[config.mk]
export PLATFORM = sky130hd
export DESIGN_NAME = jtgng_ioctl_sdram_loader
export DESIGN_NICKNAME = d
export VERILOG_FILES = /design/src/rtl/jtgng_ioctl_sdram_loader.sv
export SDC_FILE = /design/constraint.sdc
export NUM_CORES = 1
export LEC_CHECK = 0
export CAP_MARGIN = 15
export CORE_MARGIN = 2
export CORE_UTILIZATION = 50
export DETAILED_ROUTE_END_ITERATION = 16
export PLACE_DENSITY = 0.7
export SLEW_MARGIN = 10
export SYNTH_ARGS = -nofsm -noshare
export SYNTH_HDL_FRONTEND = slang
export SYNTH_SLANG_ARGS = --single-unit
[constraint.sdc]
create_clock -name clk_rom -period 4.1 [get_ports clk_rom]
set_input_delay 0.615 -clock clk_rom [delete_from_list [all_inputs] [get_ports clk_rom]]
set_output_delay 0.615 -clock clk_rom [all_outputs]
set_load 0.05 [all_outputs]
[src/rtl/jtgng_ioctl_sdram_loader.sv]
// ROM download consumer: packs byte-wide ioctl writes into 16-bit words,
// buffers them in a small FIFO and issues SDRAM writes under req/ack.
module jtgng_ioctl_sdram_loader #(
  parameter int AW         = 22,
  parameter int DEPTH_LOG2 = 2
) (
  input  logic          clk_rom,
  input  logic          rst,
  input  logic          downloading,
  input  logic [AW-1:0] ioctl_addr,
  input  logic [7:0]    ioctl_data,
  input  logic          ioctl_wr,
  output logic [AW-2:0] sdram_addr,
  output logic [15:0]   sdram_din,
  output logic [1:0]    sdram_be,
  output logic          sdram_req,
  input  logic          sdram_ack,
  output logic          dwnld_busy,
  output logic          dwnld_done,
  output logic          overflow
);

  localparam int DEPTH = 1 << DEPTH_LOG2;
  localparam logic [DEPTH_LOG2:0]   CNT_FULL = (DEPTH_LOG2+1)'(DEPTH);
  localparam logic [DEPTH_LOG2:0]   CNT_ONE  = (DEPTH_LOG2+1)'(1);
  localparam logic [DEPTH_LOG2-1:0] PTR_ONE  = DEPTH_LOG2'(1);

  typedef enum logic {IDLE, REQ} state_t;

  state_t state, state_n;

  // download edge detection
  logic dl_last;
  logic dl_fall, dl_rise;

  // pending (partially packed) word
  logic          pend_valid, pend_valid_n;
  logic [AW-2:0] pend_addr, pend_addr_n;
  logic [15:0]   pend_data, pend_data_n;
  logic [1:0]    pend_be, pend_be_n;

  // incoming byte decoded into word form
  logic          wr_acc;
  logic          byte_lane;
  logic [AW-2:0] byte_addr;
  logic [1:0]    byte_be;
  logic [15:0]   byte_word;
  logic          merge;
  logic [1:0]    merged_be;
  logic [15:0]   merged_data;

  // push request from the packer
  logic          push, push_ok;
  logic [AW-2:0] push_addr;
  logic [15:0]   push_data;
  logic [1:0]    push_be;

  // FIFO storage and bookkeeping
  logic [AW-2:0]         fifo_addr [DEPTH];
  logic [15:0]           fifo_data [DEPTH];
  logic [1:0]            fifo_be   [DEPTH];
  logic [DEPTH_LOG2-1:0] wr_ptr, rd_ptr;
  logic [DEPTH_LOG2:0]   count;
  logic                  fifo_empty, fifo_full;

  // write FSM controls
  logic load_out, pop;
  logic busy_n;

  // Packer: merge the byte into the pending word or push and restart
  always_comb begin
    wr_acc      = ioctl_wr & downloading;
    dl_fall     = dl_last & ~downloading;
    dl_rise     = ~dl_last & downloading;
    byte_lane   = ioctl_addr[0];
    byte_addr   = ioctl_addr[AW-1:1];
    byte_be     = byte_lane ? 2'b10 : 2'b01;
    byte_word   = byte_lane ? {ioctl_data, 8'h00} : {8'h00, ioctl_data};
    merge       = pend_valid && (pend_addr == byte_addr) && ((pend_be & byte_be) == 2'b00);
    // the unset lane of the pending word is always zero, so OR merges cleanly
    merged_be   = pend_be | byte_be;
    merged_data = pend_data | byte_word;

    push         = 1'b0;
    push_addr    = pend_addr;
    push_data    = pend_data;
    push_be      = pend_be;
    pend_valid_n = pend_valid;
    pend_addr_n  = pend_addr;
    pend_data_n  = pend_data;
    pend_be_n    = pend_be;

    if (wr_acc) begin
      if (merge) begin
        pend_data_n = merged_data;
        pend_be_n   = merged_be;
        if (merged_be == 2'b11) begin
          push         = 1'b1;
          push_data    = merged_data;
          push_be      = merged_be;
          pend_valid_n = 1'b0;
        end
      end else begin
        // a non-mergeable byte flushes whatever is pending as a partial word
        push         = pend_valid;
        pend_valid_n = 1'b1;
        pend_addr_n  = byte_addr;
        pend_data_n  = byte_word;
        pend_be_n    = byte_be;
      end
    end else if (dl_fall && pend_valid) begin
      push         = 1'b1;
      pend_valid_n = 1'b0;
    end
  end

  // Pending word register
  always_ff @(posedge clk_rom or posedge rst) begin
    if (rst) begin
      pend_valid <= 1'b0;
      pend_addr  <= '0;
      pend_data  <= '0;
      pend_be    <= '0;
    end else begin
      pend_valid <= pend_valid_n;
      pend_addr  <= pend_addr_n;
      pend_data  <= pend_data_n;
      pend_be    <= pend_be_n;
    end
  end

  // FIFO status; a pop in the same cycle frees room for a push into a full FIFO
  always_comb begin
    fifo_empty = (count == '0);
    fifo_full  = (count == CNT_FULL);
    push_ok    = push && (!fifo_full || pop);
  end

  // FIFO storage writes (data only, no reset needed)
  always_ff @(posedge clk_rom) begin
    if (push_ok) begin
      fifo_addr[wr_ptr] <= push_addr;
      fifo_data[wr_ptr] <= push_data;
      fifo_be[wr_ptr]   <= push_be;
    end
  end

  // FIFO pointers and occupancy
  always_ff @(posedge clk_rom or posedge rst) begin
    if (rst) begin
      wr_ptr <= '0;
      rd_ptr <= '0;
      count  <= '0;
    end else begin
      if (push_ok) wr_ptr <= wr_ptr + PTR_ONE;
      if (pop)     rd_ptr <= rd_ptr + PTR_ONE;
      case ({push_ok, pop})
        2'b10:   count <= count + CNT_ONE;
        2'b01:   count <= count - CNT_ONE;
        default: count <= count;
      endcase
    end
  end

  // Write FSM state register
  always_ff @(posedge clk_rom or posedge rst) begin
    if (rst) state <= IDLE;
    else     state <= state_n;
  end

  // Write FSM next state; head stays in the FIFO until acked
  always_comb begin
    state_n  = state;
    load_out = 1'b0;
    pop      = 1'b0;
    case (state)
      IDLE: begin
        if (!fifo_empty) begin
          load_out = 1'b1;
          state_n  = REQ;
        end
      end
      REQ: begin
        if (sdram_ack) begin
          pop     = 1'b1;
          state_n = IDLE;
        end
      end
      default: state_n = IDLE;
    endcase
  end

  // SDRAM request outputs, held stable while waiting for ack
  always_ff @(posedge clk_rom or posedge rst) begin
    if (rst) begin
      sdram_req  <= 1'b0;
      sdram_addr <= '0;
      sdram_din  <= '0;
      sdram_be   <= '0;
    end else if (load_out) begin
      sdram_req  <= 1'b1;
      sdram_addr <= fifo_addr[rd_ptr];
      sdram_din  <= fifo_data[rd_ptr];
      sdram_be   <= fifo_be[rd_ptr];
    end else if (pop) begin
      sdram_req  <= 1'b0;
    end
  end

  // Busy is anything still in flight; done marks the cycle busy first reads low
  always_comb begin
    busy_n = downloading | pend_valid | ~fifo_empty | sdram_req;
  end

  // Status registers: busy/done, download edge tracking and sticky overflow
  always_ff @(posedge clk_rom or posedge rst) begin
    if (rst) begin
      dwnld_busy <= 1'b0;
      dwnld_done <= 1'b0;
      dl_last    <= 1'b0;
      overflow   <= 1'b0;
    end else begin
      dwnld_busy <= busy_n;
      dwnld_done <= dwnld_busy & ~busy_n;
      dl_last    <= downloading;
      if (push && !push_ok) overflow <= 1'b1;
      else if (dl_rise)     overflow <= 1'b0;
    end
  end

endmodule

==> results.cfg <==
[outcome]
status = completed

[route]
drt_first_pass_iters = 5
remaining_drc_errors = 0
post_drt_wl_per_cell_um = 21.0
via_per_inst = 5.60
drt_wl_total_um = 18800
drt_first_iter_violations = 313
vias = 5003
antenna_violating_nets_post_route = 0

[sta]
tightest_slew_ns = 0.764
timing.final.hold_violations = 0
slew_headroom_pct = 48.9
setup_viol = 0
fmaxAchievable_ghz = 0.307
setup_total_neg_slack_ns = 0
setup_repair_after_global_routing_missed_its_margin = no
timing.final.crit_share_pct = 79.4
final.setup.worst_slack_ns = 0.843
fin_crit_ns = 3.26
finClkSkew_ns = 0.00966
timing_max_transition_violations_final = 0
holdWs_ns = 0.496

[logic_synthesis]
yosysTopAreaCell = sky130_fd_sc_hd__edfxtp_1
synth_edf_count = 156
synth_cell_type_count = 43
synth.ff_latch_count = 248
synthesis.instances = 515
synthArstFlopShare_pct = 37.1
mappedNetlistArea_mm2 = 0.00969
fraction_of_the_yosys_area_taken_by_sequential_cells_pct = 72.1
yosysWarningCount = 0
synthesis.nets = 555
average_cell_area_after_synthesis_um2 = 18.8
synth_top_cells_by_area = sky130_fd_sc_hd__edfxtp_1 (48%), sky130_fd_sc_hd__dfrtp_1 (24%), sky130_fd_sc_hd__mux4_2 (9.1%), sky130_fd_sc_hd__mux2_2 (7.0%), sky130_fd_sc_hd__a22o_1 (1.7%)
synthDominantCellAreaShare_pct = 48.3
ys.flop_type = sky130_fd_sc_hd__edfxtp_1

[critical_path]
arrival_ns = 3.66
r2r_slack_ns = 0.92
worstReg2RegStart = pend_addr[15]
reg2reg_to = count[2]
crit_family = compound AO/OA/AOI/OAI gates
nature_of_the_critical_path_startpoint = input pin
reg2reg_depth = 11
worst_path_max_delay_cell = sky130_fd_sc_hd__o31a_1
cp-end-kind = flop
critical_path_buf_inv_count = 2
path_class = in -> reg
timing.critical_path.required_ns = 4.50
critical_path.max_fanout = 11
max_stage_delay_ns = 0.49
crit_chain = clkdlybuf4s50_1 -> xor2_1 -> a2111oi_0 -> buf_4 -> nand3_1 -> o31a_1 -> nand2_1 -> nor2_1 -> fa_1 -> a21o_1 -> a22oi_1 -> and3b_1

[clock_tree]
clock-sinks = 248
cts.root.buffer_cell = sky130_fd_sc_hd__clkbuf_16
clock_tree.htree_level_count = 1
cts_inserted_buffers = 24
cts.path.max_buffers = 3
clk_latency_ns = 0.51
tritoncts_clock_tree = built
post_cts.repair.setup_buffers = 0
clkTransAtPathRegs_ns = 0.06
cts_resized = 0
cts.hold.buffers_added = 0

[layout]
fillers = 1327
num-nets-final = 655
mostFrequentLayoutCells = sky130_fd_sc_hd__edfxtp_1 (156), sky130_fd_sc_hd__dfrtp_1 (91), sky130_fd_sc_hd__clkdlybuf4s50_1 (77), sky130_fd_sc_hd__mux2_2 (60), sky130_fd_sc_hd__mux4_2 (39)
num_antenna_cells = 0
finish.cell_count_without_fillers = 893
layout-area-overhead-vs-synth_pct = 21.0
multiInputGateArea_mm2 = 0.00259
mostFrequentLayoutCell = sky130_fd_sc_hd__edfxtp_1
layout-drive-gt1-share_pct = 25.9
final-seq-area_mm2 = 0.00699

[die]
die_w_um = 143
die_outline_area_mm2 = 0.0205
core.rowCount = 50
initial_core_util_pct = 51.5
core_region_area_mm2 = 0.0188
die_h_um = 143
number_of_i_o_pins = 78

[global_routing]
first_global_vias = 5211
grt_usage_pct = 18.9
first_pass_grt_wire_length_um = 29300
number_of_antenna_violations_at_the_first_check_in_global_routing = 0
overflow_left_after_global_routing = 0
grt_max_degree = 58

[place]
detailedPlacementHpwl_um = 11900
preCtsSetupSlack_ns = 0.290
gp_congestion = 0.799
place.port_buffers = 77
number_of_instances_in_the_placed_design = 848

[min_path]
cell_depth_of_the_worst_hold_path = 2
whs_endpoint = dwnld_done
hp-start = dwnld_busy
hold_path.class = reg -> reg

[pwr]
report.power.total_w = 0.00852
worst_ir_drop_vdd_mv = 0.356
static-leakage-power_nw = 4.37
power_per_cell_area_mw_per_mm2 = 727

[job]
cap_viol_max_count = 0
-- registers in the layout, summed over array words and instances, names as in the netlist, 2 cells and up --
name / flops
fifo_addr: 84
fifo_data: 64
pend_addr: 21
sdram_addr: 21
pend_data: 16
sdram_din: 16
fifo_be: 8
count: 3
pend_be: 2
rd_ptr: 2
sdram_be: 2
wr_ptr: 2
-- final cells by class --
type | instances | area share (%)
sequential | 248 | 59.6
timing repair buffer | 95 | 8.22
clock inverter | 12 | 1.23
inverter | 7 | 0.246
tap | 260 | 2.78
multi-input combinational | 239 | 22.1
clock buffer | 32 | 5.82
-- stage by stage --
stage / cell area (um^2) / util, %
final: 11700 / 62.2
after global routing: 11700 / 62.2
after CTS: 11700 / 62.2
after detailed placement: 10900 / 57.8
after global placement: 10900 / 57.8
after floorplan: 9690 / -
-- tightest hold or removal path: stages, from the launching register on --
cell and delay, ns:
sky130_fd_sc_hd__dfrtp_1 0.37, sky130_fd_sc_hd__inv_1 0.05, sky130_fd_sc_hd__nor2_1 0.03
-- Yosys cell counts, types with 2 or more instances --
| cell type | number |
|---|---|
| sky130_fd_sc_hd__buf_1 | 4 |
| sky130_fd_sc_hd__a22o_1 | 19 |
| sky130_fd_sc_hd__and2_1 | 4 |
| sky130_fd_sc_hd__mux4_2 | 39 |
| sky130_fd_sc_hd__nand4_1 | 7 |
| sky130_fd_sc_hd__inv_1 | 7 |
| sky130_fd_sc_hd__nand3_1 | 8 |
| sky130_fd_sc_hd__or4_1 | 3 |
| sky130_fd_sc_hd__nand2_1 | 9 |
| sky130_fd_sc_hd__mux2_2 | 60 |
| sky130_fd_sc_hd__xor2_1 | 10 |
| sky130_fd_sc_hd__clkbuf_1 | 11 |
| sky130_fd_sc_hd__and3_1 | 3 |
| sky130_fd_sc_hd__buf_2 | 4 |
| sky130_fd_sc_hd__or3_1 | 4 |
| sky130_fd_sc_hd__nand2b_1 | 3 |
| sky130_fd_sc_hd__dfrtp_1 | 92 |
| sky130_fd_sc_hd__nor2_1 | 13 |
| sky130_fd_sc_hd__edfxtp_1 | 156 |
| sky130_fd_sc_hd__o21ai_0 | 2 |
| sky130_fd_sc_hd__nand3b_1 | 2 |
| sky130_fd_sc_hd__xnor2_1 | 13 |
| sky130_fd_sc_hd__ha_1 | 4 |
| sky130_fd_sc_hd__a21o_1 | 19 |
-- where the power goes --
group | internal (W) | switching, W
clock | 0.00136 | 0.000900
sequential | 0.00320 | 0.000322
combinational | 0.00120 | 0.00154
-- how the worst max path moves through the flow --
stage,startpoint,to,slack [ns],cells after the start
2_1_floorplan,ioctl_addr[0],fifo_addr[0][0],0.86,6
3_3_place_gp,ioctl_addr[16],count[2],0.47,12
3_5_place_dp,ioctl_addr[16],count[2],0.29,12
4_1_cts,ioctl_addr[16],count[2],0.82,12
5_1_grt,ioctl_addr[16],count[2],0.69,12
6_report,ioctl_addr[16],count[2],0.84,12
-- per-layer routing --
metal,part of all wire (%),track usage (%),up-vias
li1,-,-,2214
met1,44,27.2,2609
met2,49,30.7,153
met3,5.0,2.72,27
met4,1.6,4.64,0
met5,0,0,-
-- cell families (layout without fill, tap and decap cells) --
logic type               count (synthesis)  after routing  share of synthesized area (%)
buffers and inverters                   28            146                           1.25
flip-flops                             248            248                           72.1
adder cells (fa/ha/maj)                  5              5                          0.723
multiplexers                           102            102                           16.4
XOR/XNOR                                23             23                           2.08
AND/OR/NAND/NOR                         64             64                           3.69
AO/OA/AOI/OAI                           45             45                           3.73
(Power assumes the default switching activity.)
